$ cat src/rtl/addsub_pkg.sv
// Shared definitions for the add/sub issue stage: FSM encoding, opcode
// values, saturation limits and the settle-counter width.
package addsub_pkg;

    typedef enum logic [1:0] {
        IDLE   = 2'd0,
        SETTLE = 2'd1,
        DONE   = 2'd2
    } state_t;

    localparam logic        OP_ADD  = 1'b0;
    localparam logic        OP_SUB  = 1'b1;
    localparam logic [15:0] SAT_POS = 16'h7FFF;
    localparam logic [15:0] SAT_NEG = 16'h8000;

    // Settle counter holds SETTLE_CYCLES-1, so 4 bits cover 1..15.
    localparam int          CNT_W   = 4;

endpackage

$ cat src/rtl/addsub_issue_stage_add_rca_16.sv
// 16-bit ripple-carry adder/subtractor. c_in doubles as the subtract mode
// bit: when set, b is inverted and the carry-in supplies the +1 of the
// two's complement, so c_out=1 on subtract means no borrow.
module Add_rca_16 (
    input  logic [15:0] a,
    input  logic [15:0] b,
    input  logic        c_in,
    output logic        c_out,
    output logic [15:0] sum
);

    logic [15:0] b_eff;
    logic        carry;

    assign b_eff = b ^ {16{c_in}};

    // Ripple the carry bit by bit from LSB to MSB.
    always_comb begin
        carry = c_in;
        sum   = '0;
        for (int i = 0; i < 16; i++) begin
            sum[i] = a[i] ^ b_eff[i] ^ carry;
            carry  = (a[i] & b_eff[i]) | (carry & (a[i] ^ b_eff[i]));
        end
        c_out = carry;
    end

endmodule

$ cat src/rtl/addsub_issue_stage.sv
// Registered issue/retire stage around Add_rca_16.
// An accepted operand pair is latched, the adder is given SETTLE_CYCLES
// cycles to ripple, then result and flags are captured and offered
// downstream. Only one operation is in flight at a time.
// Optional feature macro: ADDSUB_SAT_EN (clamp result on signed overflow).
//
// Handshakes: a transfer happens on a rising edge where valid && ready.
// The source holds valid and data stable until that edge; ready may be
// asserted independently of valid. Here in_ready depends only on state, and
// out_valid/out_* stay stable from capture until the out transfer edge.
module addsub_issue_stage
    import addsub_pkg::*;
#(
    parameter int WIDTH         = 16,
    parameter int SETTLE_CYCLES = 2
) (
    input  logic             clk,
    input  logic             rst,
    input  logic             in_valid,
    output logic             in_ready,
    input  logic [WIDTH-1:0] in_a,
    input  logic [WIDTH-1:0] in_b,
    input  logic             in_op,
    output logic             out_valid,
    input  logic             out_ready,
    output logic [WIDTH-1:0] out_result,
    output logic             out_carry,
    output logic             out_zero,
    output logic             out_neg,
    output logic             out_ovf,
    output logic             busy,
    output logic [1:0]       dbg_state
);

    state_t             state_q, state_d;
    logic [CNT_W-1:0]   cnt_q;
    logic [WIDTH-1:0]   a_q, b_q;
    logic               op_q;

    logic               accept;
    logic               capture;

    logic [WIDTH-1:0]   raw_sum;
    logic               raw_carry;
    logic               ovf;
    logic [WIDTH-1:0]   final_result;

    // Adder only ever sees the latched operands.
    Add_rca_16 u_rca (
        .a     (a_q),
        .b     (b_q),
        .c_in  (op_q),
        .c_out (raw_carry),
        .sum   (raw_sum)
    );

    // State register.
    always_ff @(posedge clk) begin
        if (rst) state_q <= IDLE;
        else     state_q <= state_d;
    end

    // Next-state logic and handshake/status outputs decoded from state.
    always_comb begin
        state_d   = state_q;
        accept    = 1'b0;
        capture   = 1'b0;
        in_ready  = 1'b0;
        out_valid = 1'b0;
        busy      = 1'b1;
        case (state_q)
            IDLE: begin
                in_ready = 1'b1;
                busy     = 1'b0;
                if (in_valid) begin
                    accept  = 1'b1;
                    state_d = SETTLE;
                end
            end
            SETTLE: begin
                if (cnt_q == '0) begin
                    capture = 1'b1;
                    state_d = DONE;
                end
            end
            DONE: begin
                out_valid = 1'b1;
                if (out_ready) state_d = IDLE;
            end
            default: state_d = IDLE;
        endcase
    end

    assign dbg_state = state_q;

    // Signed overflow from operand signs and the raw (unclamped) sum.
    always_comb begin
        if (op_q == OP_ADD)
            ovf = (a_q[WIDTH-1] == b_q[WIDTH-1]) && (raw_sum[WIDTH-1] != a_q[WIDTH-1]);
        else
            ovf = (a_q[WIDTH-1] != b_q[WIDTH-1]) && (raw_sum[WIDTH-1] != a_q[WIDTH-1]);
    end

    // Result presented downstream: clamped on overflow when saturation is built in.
    always_comb begin
`ifdef ADDSUB_SAT_EN
        if (ovf) final_result = a_q[WIDTH-1] ? SAT_NEG : SAT_POS;
        else     final_result = raw_sum;
`else
        final_result = raw_sum;
`endif
    end

    // Operand latch and settle counter.
    always_ff @(posedge clk) begin
        if (rst) begin
            a_q   <= '0;
            b_q   <= '0;
            op_q  <= OP_ADD;
            cnt_q <= '0;
        end else if (accept) begin
            a_q   <= in_a;
            b_q   <= in_b;
            op_q  <= in_op;
            cnt_q <= CNT_W'(SETTLE_CYCLES - 1);
        end else if (state_q == SETTLE && cnt_q != '0) begin
            cnt_q <= cnt_q - 1'b1;
        end
    end

    // Output registers: loaded once per op at capture, held until the next capture.
    always_ff @(posedge clk) begin
        if (rst) begin
            out_result <= '0;
            out_carry  <= 1'b0;
            out_zero   <= 1'b0;
            out_neg    <= 1'b0;
            out_ovf    <= 1'b0;
        end else if (capture) begin
            out_result <= final_result;
            out_carry  <= raw_carry;
            out_zero   <= (final_result == '0);
            out_neg    <= final_result[WIDTH-1];
            out_ovf    <= ovf;
        end
    end

endmodule
$ cat config.mk
export PLATFORM = sky130hd
export DESIGN_NAME = addsub_issue_stage
export DESIGN_NICKNAME = d
export VERILOG_FILES = /design/src/rtl/addsub_pkg.sv /design/src/rtl/addsub_issue_stage_add_rca_16.sv /design/src/rtl/addsub_issue_stage.sv
export SDC_FILE = /design/constraint.sdc
export NUM_CORES = 1
export LEC_CHECK = 0
export CAP_MARGIN = 30
export CORE_UTILIZATION = 50
export CTS_CLUSTER_DIAMETER = 100
export DETAILED_ROUTE_END_ITERATION = 10
export GPL_ROUTABILITY_DRIVEN = 0
export MAX_ROUTING_LAYER = met4
export PLACE_DENSITY = 0.8
export REMOVE_ABC_BUFFERS = 1
export SLEW_MARGIN = 5
export SYNTH_ARGS = -nofsm -noshare
export SYNTH_HDL_FRONTEND = slang
export SYNTH_SLANG_ARGS = --single-unit
$ cat constraint.sdc
create_clock -name clk -period 7.7 [get_ports clk]
set_input_delay 1.54 -clock clk [delete_from_list [all_inputs] [get_ports clk]]
set_output_delay 1.54 -clock clk [all_outputs]
set_load 0.01 [all_outputs]
==> metrics, run 1 <==
Routed WL=between 5000 and 6000 um; Hold Vio Cnt, Final=0; critical path's slowest cell=fa_1; synthesis-stage register bit count=58; drt first pass iters=4; # rows=26; htree depth=3; Post-CTS Hold Fix Bufs=0; fraction of layout cells with a size suffix above 1=~7.5%; Worst EP arrival=7.26 ns; DRT iter0 DRCs=between 100 and 150; GR Overflow Total=0; Final Net Count=approximately 380; Max-Cap Viols=0; Adder-Cell Fraction of Synth Area=between 10% and 20%; register area share after synthesis=between 40% and 50%; largest family of logic cells by synthesized area=multiplexers; Buf+Inv Stages, Crit Path=3; clk buf depth=2; Setup-failing EPs final=0; unrepaired setup endpoints after global routing=no; largest net degree at the start of global routing=between 50 and 60; Reg clk slew, reported paths=~0.070 ns; vias in the first global route=between 2,000 and 2,500; CTS Sinks=between 50 and 60; DRC=0; slowest stage delay, CP=about 0.44 ns; dpl cells=388; # Post-CTS Setup Buffers=0; PD cells=around 220 nW/um^2; Compound-Gate Fraction of Synth Area=10.2%; xor/xnor share of the synthesized area=5.11%; die width=between 70 and 80 um; Cell variety after synth=33; initial core utilization=about 53%; most common cell after layout, fill and taps aside=clkdlybuf4s50_1; chip height=between 70 and 80 um; setup_tns=0 ns; Die ar.=~5800 um^2; Core Area=between 5000 and 6000 um^2; CP Launch Type=register; mean routed wirelength per cell=between 10 and 15 um; Finished Cell Area=3570 um^2; initial antenna violation count=0; fmax=0.143 GHz; CP most frequent cell=fa_1; worst slew pin tran=between 0.6 and 0.7 ns; Syn Area/Cell=10.1 um^2; first-pass GRT wire length=about 9600 um; Post-Synth Simple-Gate Area=between 10% and 20%; Synth Warn #=0; Tot GR Track Use=between 20% and 30%; Worst Hold Class=reg -> reg; clk_skew=approximately 0.0086 ns; DP Wirelength=between 3000 and 4000 um; Skew-Pair Late Insertion Delay=around 0.33 ns; worst-path fanout max=4; via count=about 2,100; Worst path top cell family by delay=adder cells; crit share post-route=a little over 90%; CP Cell Sequence=xnor2_1, fa_1, fa_1, fa_1, fa_1, fa_1, fa_1, fa_1, fa_1, fa_1, fa_1, fa_1, inv_1, fa_1, inv_1, fa_1, fa_1, inv_1, fa_1, nand4b_1, nor4_1, o2bb2ai_1; fin. max-slew vios=0; Post-Synthesis Cell Area=2740 um^2; Place WS=between 0.7 and 0.8 ns; cts repair resizes=0; placed cell areas=3370 um^2; final setup margin=about 0.7 ns; port bufs=61; CTS root buf=clkbuf_8; worst rel slew slack=roughly three fifths; overall power=0.000797 W; Peak VDD IR=0.162 mV; clock tree from TritonCTS=done; critical path class=reg -> reg; ANT nets after route=0; Min Clock Period, post-route=7.00 ns; post-route insts no fill=405; Post-Synthesis Cells=273; CTS Buf Count=9; P_leak=between 1 and 1.5 nW; most frequent cells in the layout=60 x clkdlybuf4s50_1, 58 x dfxtp_1, 37 x nor2_1; Area Growth Syn to Fin=30.1%; Antenna Cells=0; I/O pin cnt=62; vias per std cell=approximately 5.2; crit path capture type=register; status=finished clean; Worst Path Required=7.96 ns; proportion of synthesized area in mux cells=between 10 and 15%
[per-stage QoR]
step	utilization (%)	hold slack (ns)
final	68.6	0.485
after global routing	68.6	0.512
after CTS	68.2	0.489
after detailed placement	64.7	0.479
after global placement	64.7	0.464
after floorplan	-	0.447
[worst register-to-register path, stage by stage (launching register included)]
cell and delay (ns):
dfxtp_1 0.34, xnor2_1 0.15, fa_1 0.41, fa_1 0.38, fa_1 0.39, fa_1 0.39
fa_1 0.39, fa_1 0.39, fa_1 0.40, fa_1 0.39, fa_1 0.40, fa_1 0.40
fa_1 0.37, inv_1 0.08, fa_1 0.17, inv_1 0.06, fa_1 0.37, fa_1 0.37
inv_1 0.08, fa_1 0.45, nand4b_1 0.19, nor4_1 0.25, o2bb2ai_1 0.14
[layer usage]
| layer | vias to the layer above | part of all wire (%) | global-route usage [%] | routed length (um) |
|---|---|---|---|---|
| met5 | - | 0 | - | 0 |
| li1 | 1043 | - | - | - |
| met1 | 961 | 47 | 27.4 | 2610 |
| met2 | 70 | 46 | 32.5 | 2520 |
| met3 | 12 | 5.4 | 4.31 | 300 |
| met4 | 0 | 1.9 | 9.62 | 103 |
[cell families after synthesis]
family,count (synthesis)
AOI/OAI and AO/OA,46
DFF,58
xor gates and xnor gates,16
muxes,34
adders and majority gates,16
and+or+nand+nor,62
buffers and inverters,41
[cell type report]
type	instances	area, um^2
Clock buffer	14	173
Multi-Input combinational cell	174	1400
Tap cell	70	87.6
Clock inverter	2	10.0
Inverter	21	78.8
Sequential cell	58	1160
Fill cell	443	1640
Timing Repair Buffer	66	656
[cell usage after synthesis (all sizes together)]
master | n | area, um^2
a211oi | 16 | 120
nor2 | 38 | 150
a21oi | 22 | 110
a22oi | 1 | 7.51
inv | 21 | 78.8
o21ai | 5 | 25.0
nor4 | 1 | 6.26
xor2 | 3 | 26.3
mux2i | 34 | 340
nand4 | 1 | 6.26
ha | 1 | 12.5
nand3b | 1 | 7.51
nand3 | 3 | 15.0
clkbuf | 6 | 22.5
or4 | 2 | 15.0
nor2b | 2 | 12.5
buf | 14 | 88.8
dfxtp | 58 | 1160
or2 | 1 | 6.26
nand4b | 3 | 26.3
o2bb2ai | 1 | 8.76
xnor2 | 13 | 114
or3 | 1 | 6.26
fa | 15 | 300
nor3b | 2 | 15.0
or3b | 2 | 17.5
nand2b | 2 | 20.0
nor3 | 3 | 15.0
a311oi | 1 | 8.76
[path summary, 6_finish.rpt]
| kind | from | end | slack [ns] | cells past startpoint |
|---|---|---|---|---|
| min | out_result[12]$_SDFFE_PP0P_ | out_result[12]$_SDFFE_PP0P_ | 0.48 | 2 |
| max reg2reg | op_q$_SDFFE_PP0P_ | out_zero$_SDFFE_PP0P_ | 0.70 | 22 |
| min reg2reg | out_result[12]$_SDFFE_PP0P_ | out_result[12]$_SDFFE_PP0P_ | 0.48 | 2 |
| max | op_q$_SDFFE_PP0P_ | out_zero$_SDFFE_PP0P_ | 0.70 | 22 |
[report_power, final]
part	leakage [nW]	total, W	internal [W]	switching [W]
combinational	0.752	0.000195	0.0000992	0.0000955
clock	0.0965	0.000259	0.000142	0.000117
sequential	0.476	0.000343	0.000325	0.0000181
total	1.32	0.000797	0.000567	0.000230
[sequential cells by signal (all words and copies together) (netlist names)]
name,flops
a_q,16
b_q,16
cnt_q,4
dbg_state,2
op_q,1
out_carry,1
out_ovf,1
out_result,16
out_zero,1
No activity file was read; power rests on OpenSTA's default activity.
==> run 2, diff against run 1 <==
Settings changed: TNS_END_PERCENT from default to 30.
==> results of run 2 <==
The final DEF is identical to that of run 1; final timing and power are the same.
